File: src/rtl/coprocessor_pkg.sv
// Shared definitions for the frame writer: geometry encodings, frame
// dimensions and the writer FSM state type.
package coprocessor_pkg;

    typedef enum logic [1:0] {
        IMG_160X120 = 2'd0,
        IMG_320X240 = 2'd1,
        IMG_80X60   = 2'd2,
        IMG_RSVD    = 2'd3
    } image_state_e;

    localparam int W_160X120 = 160;
    localparam int H_160X120 = 120;
    localparam int W_320X240 = 320;
    localparam int H_320X240 = 240;
    localparam int W_80X60   = 80;
    localparam int H_80X60   = 60;

    // Pixel counts are elaboration-time constants; no runtime multiply.
    localparam int N_160X120 = W_160X120 * H_160X120;
    localparam int N_320X240 = W_320X240 * H_320X240;
    localparam int N_80X60   = W_80X60 * H_80X60;

    typedef enum logic [1:0] {
        IDLE   = 2'd0,
        CLEAR  = 2'd1,
        WRITE  = 2'd2,
        FINISH = 2'd3
    } fw_state_e;

endpackage

File: src/rtl/frame_geometry.sv
// Geometry lookup: maps the latched IMAGE_STATE code to the index of the
// last pixel in the frame (N-1). The reserved code behaves as 160x120.
module frame_geometry
    import coprocessor_pkg::*;
#(
    parameter int ADDR_W = 17
) (
    input  logic [1:0]        image_state,
    output logic [ADDR_W-1:0] last_idx
);

    // Constant table lookup of the final pixel index
    always_comb begin
        case (image_state_e'(image_state))
            IMG_320X240: last_idx = ADDR_W'(N_320X240 - 1);
            IMG_80X60:   last_idx = ADDR_W'(N_80X60 - 1);
            default:     last_idx = ADDR_W'(N_160X120 - 1);
        endcase
    end

endmodule

File: src/rtl/frame_writer.sv
// Frame writer: accepts a raster-order pixel stream and writes it to a
// frame buffer at incrementing addresses, one write per accepted pixel,
// pulsing DONE once the whole frame has been written.
// Optional clear pass (fill with CLEAR_VALUE before the stream) is built
// only when FRAME_WRITER_CLEAR_EN is defined.
module frame_writer
    import coprocessor_pkg::*;
#(
    parameter int ADDR_W      = 17,
    parameter int DATA_W      = 8,
    parameter int CLEAR_VALUE = 0
) (
    input  logic              CLK,
    input  logic              RESET,
    input  logic              START,
    input  logic [1:0]        IMAGE_STATE,
    input  logic [DATA_W-1:0] PIXEL_IN,
    input  logic              PIXEL_VALID,
    output logic              PIXEL_READY,
    output logic [ADDR_W-1:0] W_ADDR,
    output logic [DATA_W-1:0] W_DATA,
    output logic              WREN,
    output logic              BUSY,
    output logic              DONE
);

    fw_state_e         state_q, state_d;
    logic [ADDR_W-1:0] cnt_q, cnt_d;
    logic [1:0]        geo_q, geo_d;
    logic [ADDR_W-1:0] w_addr_q, w_addr_d;
    logic [DATA_W-1:0] w_data_q, w_data_d;
    logic              wren_q, wren_d;
    logic              ready_q, ready_d;
    logic              busy_q, busy_d;
    logic              done_q, done_d;

    logic [ADDR_W-1:0] last_idx;
    logic              cnt_last;
    logic              xfer;

    frame_geometry #(
        .ADDR_W(ADDR_W)
    ) u_geometry (
        .image_state(geo_q),
        .last_idx   (last_idx)
    );

    assign cnt_last = (cnt_q == last_idx);
    // READY is registered from the next state, so it is high exactly in WRITE
    assign xfer     = ready_q & PIXEL_VALID;

    // Next-state, counter and registered-output computation
    always_comb begin
        state_d  = state_q;
        cnt_d    = cnt_q;
        geo_d    = geo_q;
        w_addr_d = w_addr_q;
        w_data_d = w_data_q;
        wren_d   = 1'b0;
        done_d   = 1'b0;

        case (state_q)
            IDLE: begin
                if (START) begin
                    geo_d = IMAGE_STATE;
                    cnt_d = '0;
`ifdef FRAME_WRITER_CLEAR_EN
                    state_d = CLEAR;
`else
                    state_d = WRITE;
`endif
                end
            end
`ifdef FRAME_WRITER_CLEAR_EN
            CLEAR: begin
                wren_d   = 1'b1;
                w_addr_d = cnt_q;
                w_data_d = DATA_W'(CLEAR_VALUE);
                if (cnt_last) begin
                    cnt_d   = '0;
                    state_d = WRITE;
                end else begin
                    cnt_d = cnt_q + 1'b1;
                end
            end
`endif
            WRITE: begin
                if (xfer) begin
                    wren_d   = 1'b1;
                    w_addr_d = cnt_q;
                    w_data_d = PIXEL_IN;
                    if (cnt_last) begin
                        cnt_d   = '0;
                        state_d = FINISH;
                    end else begin
                        cnt_d = cnt_q + 1'b1;
                    end
                end
            end
            FINISH: begin
                // First FINISH cycle lets the last write land; second shows DONE
                if (!done_q) begin
                    done_d = 1'b1;
                end else begin
                    state_d = IDLE;
                end
            end
            default: begin
                state_d = IDLE;
            end
        endcase

        ready_d = (state_d == WRITE);
        busy_d  = (state_d != IDLE);
    end

    // State and output registers, all cleared asynchronously by reset
    always_ff @(posedge CLK or negedge RESET) begin
        if (!RESET) begin
            state_q  <= IDLE;
            cnt_q    <= '0;
            geo_q    <= '0;
            w_addr_q <= '0;
            w_data_q <= '0;
            wren_q   <= 1'b0;
            ready_q  <= 1'b0;
            busy_q   <= 1'b0;
            done_q   <= 1'b0;
        end else begin
            state_q  <= state_d;
            cnt_q    <= cnt_d;
            geo_q    <= geo_d;
            w_addr_q <= w_addr_d;
            w_data_q <= w_data_d;
            wren_q   <= wren_d;
            ready_q  <= ready_d;
            busy_q   <= busy_d;
            done_q   <= done_d;
        end
    end

    assign PIXEL_READY = ready_q;
    assign W_ADDR      = w_addr_q;
    assign W_DATA      = w_data_q;
    assign WREN        = wren_q;
    assign BUSY        = busy_q;
    assign DONE        = done_q;

endmodule

File: config.mk
export PLATFORM = sky130hd
export DESIGN_NAME = frame_writer
export DESIGN_NICKNAME = d
export VERILOG_FILES = /design/src/rtl/coprocessor_pkg.sv /design/src/rtl/frame_geometry.sv /design/src/rtl/frame_writer.sv
export SDC_FILE = /design/constraint.sdc
export NUM_CORES = 1
export LEC_CHECK = 0
export CAP_MARGIN = 20
export CORE_UTILIZATION = 51
export DETAILED_ROUTE_END_ITERATION = 8
export PLACE_DENSITY = 0.77
export REMOVE_ABC_BUFFERS = 1
export SLEW_MARGIN = 30
export SYNTH_ARGS = -nofsm -noshare
export SYNTH_HDL_FRONTEND = slang
export SYNTH_SLANG_ARGS = --single-unit
export TNS_END_PERCENT = 1
File: constraint.sdc
create_clock -name CLK -period 2.55 [get_ports CLK]
set_clock_uncertainty 0.05 [all_clocks]
set_input_delay 0.255 -clock CLK [delete_from_list [all_inputs] [get_ports CLK]]
set_output_delay 0.255 -clock CLK [all_outputs]
set_load 0.02 [all_outputs]
==> flow_summary.json <==
{
  "numCtsBuffers": 5,
  "p_sw_w": 0.000559,
  "overflow": 0,
  "vias": 1796,
  "dp_hpwl_mm": 3.09,
  "synth.top_cell.area_share": 0.559,
  "drc": 0,
  "diodes": 0,
  "cp_max_fo": 10,
  "fin_util": 0.694,
  "clk_pin_slew_ps": 90,
  "grt_antenna_before_repair": 0,
  "core_area_mm2": 0.00412,
  "max_freq_ghz": 0.496,
  "multiInputGateArea_um2": 925,
  "required_ps": 2680,
  "rsz0062_at_grt": "false",
  "pre_cts_slack_ps": 567,
  "synth_area_mm2": 0.00224,
  "clock_latency_ps": 310,
  "cpPeakStageDelay_ps": 510,
  "clock_power_share": 0.285,
  "routabilityCongestion": 0.815,
  "cp_slowest_cell": "or4_1",
  "dp_cells": 329,
  "postSynthAreaPerCell_um2": 9.40,
  "cts-resized-gates": 0,
  "dieArea_mm2": 0.00466,
  "fin_cells": 338,
  "tightest_slew_ps": 566,
  "min_path_type": "primary input to async pin",
  "ys_seq_elements": 50,
  "firstDrtPassIters": 4,
  "maxCapViolCount": 0,
  "drt_first_iter_violations": 120,
  "ys_types": 40,
  "crit_arrival_ps": 2150,
  "area_growth_pct": 27.7,
  "synthTopCellsByArea": "dfrtp_1 (56%), nand2_1 (14%), xnor2_1 (3.5%)",
  "synth-seq-area-share": 0.559,
  "port_buffers": 42,
  "critical_path.endpoint_type": "flip-flop",
  "via_per_inst": 5.31,
  "clockBufferDepth": 2,
  "leakage_nw": 1.34,
  "cp_cell_sequence": "inv_1, ha_1, or4_1, nand2_1, a41oi_2, nor2_4, nor2_1",
  "root_buffer": "clkbuf_8",
  "grt_first_pass_wirelength_mm": 7.41,
  "sw_frac_of_total": 0.291,
  "fin_nets": 304,
  "fin_crit_sh": 0.790,
  "grt_max_degree": 28,
  "hold_viol": 0,
  "cts_tree": "built",
  "start_kind": "flip-flop",
  "drt-total-wl_mm": 4.38,
  "crit_type": "flip-flop to flip-flop",
  "ios": 43,
  "nFillCells": 340,
  "cp_num_buf_inv": 1,
  "wl_per_cell_um": 12.9,
  "htree_num_levels": 2,
  "cts_sinks": 50,
  "die_w_um": 68.2,
  "cp_top_family": "simple AND/OR/NAND/NOR gates",
  "timing.final.ws_setup_ps": 536,
  "pwr-share-comb": 0.196,
  "ys_warn_count": 0,
  "placementRows": 23,
  "seqPwrFrac": 0.519,
  "intPower_w": 0.00136,
  "drive_gt1_frac": 0.0799,
  "finalMaxSlewViolations": 0,
  "status": "complete, no violations",
  "finalSetupViolations": 0,
  "ant_nets": 0,
  "dieHeight_um": 68.2,
  "synth.largest_area_cell": "dfrtp_1",
  "grt_pass1_vias": 1633,
  "grt_usage": 0.220,
  "synthCells": 238,
  "seq_area_mm2": 0.00125,
  "finalCriticalPeriod_ps": 2010,
  "tns_ps": 0,
  "initial_utilization": 0.544,
  "peakVddDrop_mv": 0.326,
  "power.density_mw_per_mm2": 673,
  "maxSlewHeadroom": 0.621
}
==> path summary, 6_finish.rpt <==
check / slack (ps) / end / cells past startpoint / from
max reg2reg: 540 / cnt_q[16] / 7 / geo_q[1]
max: 540 / cnt_q[16] / 7 / geo_q[1]
min reg2reg: 430 / W_ADDR[16] / 2 / W_ADDR[16]
min in group CLK: 420 / W_DATA[6] / 3 / PIXEL_IN[6]
min: 220 / W_DATA[0] / 2 / RESET
max in group asynchronous: 1730 / cnt_q[3] / 3 / RESET
==> through the flow <==
step | total power [W] | area (um2) | hold slack [ps]
6_report | 0.00192 | 2860 | 217
5_1_grt | 0.00203 | 2860 | 229
4_1_cts | 0.00194 | 2860 | 212
3_5_place_dp | 0.00139 | 2740 | 9.00
3_3_place_gp | 0.00137 | 2740 | 6.86
2_1_floorplan | 0.00119 | 2200 | -90.6
==> synth_stat cells (all sizes together) <==
master	count
nor3b	2
a21oi	2
and3	1
nor3	4
a41oi	1
o31ai	1
o2111ai	1
nor2b	1
o211ai	1
nor4bb	3
or3	2
a21o	1
or2	1
o22ai	2
o21bai	1
mux2i	1
xor2	2
nand2	86
o21ai	9
buf	2
nand2b	3
ha	3
or4	2
a21boi	1
nand4b	1
xnor2	9
dfrtp	50
inv	6
nand3	6
nand4	4
clkbuf	7
and4	3
o211a	1
nor2	18
==> flip-flops by register name (all words and copies together), names as in the netlist <==
| signal | flops |
|---|---|
| BUSY | 1 |
| WREN | 1 |
| cnt_q | 17 |
| W_ADDR | 17 |
| W_DATA | 8 |
| geo_q | 2 |
| DONE | 1 |
| state_q | 2 |
| PIXEL_READY | 1 |
==> cell type report <==
class,count,share of cell area
Clock buffer,6,0.0254
Clock inverter,2,0.0131
Inverter,6,0.00788
Multi-Input combinational cell,173,0.324
Sequential cell,50,0.438
Tap cell,50,0.0219
Timing Repair Buffer,51,0.170
==> metal layers <==
layer  vias to the layer above  wire [um]  part of all wire  global-route usage
li1                        884          -                 -                   -
met5                         -          0                 0                   0
met1                       862       2100              0.48               0.285
met2                        44       2010              0.46               0.347
met4                         0         70             0.016              0.0938
met3                         6        202             0.046              0.0567
==> layout by cell type (no fill, tap or decap), types with 2 or more instances in the layout <==
cell	instances
a21oi_1	2
and4_1	3
buf_4	8
clkbuf_8	5
clkdlybuf4s50_1	41
dfrtp_1	50
ha_1	3
inv_1	5
nand2_1	86
nand2b_1	3
nand3_1	6
nand4_1	4
nor2_1	16
nor3_1	4
nor4bb_1	3
o21ai_0	8
o22ai_1	2
or3_1	2
or4_1	2
xnor2_1	9
xor2_1	2
==> power by group through the flow <==
stage	clock (W)	combinational [W]	sequential, W
5_1_grt	0.000594	0.000425	0.00101
2_1_floorplan	0	0.000138	0.00105
3_3_place_gp	0	0.000369	0.00100
4_1_cts	0.000560	0.000383	0.000994
3_5_place_dp	0	0.000379	0.00101
6_report	0.000548	0.000377	0.000996
==> cell families (layout without fill, tap and decap cells) <==
group,after synthesis,after routing,synth area share
and+or+nand+nor,137,137,0.286
buffers and inverters,15,65,0.0274
xor gates and xnor gates,11,11,0.0431
muxes,1,1,0.00447
DFF,50,50,0.559
adders and majority gates,3,3,0.0168
AOI/OAI and AO/OA,21,21,0.0626
==> what timing repair did <==
item	4_1_cts	5_1_grt
endpoints found under the hold margin	50	0
hold buffers	1	0
buffers inserted	0	0
Note: power is estimated with default switching activity, not from simulation.
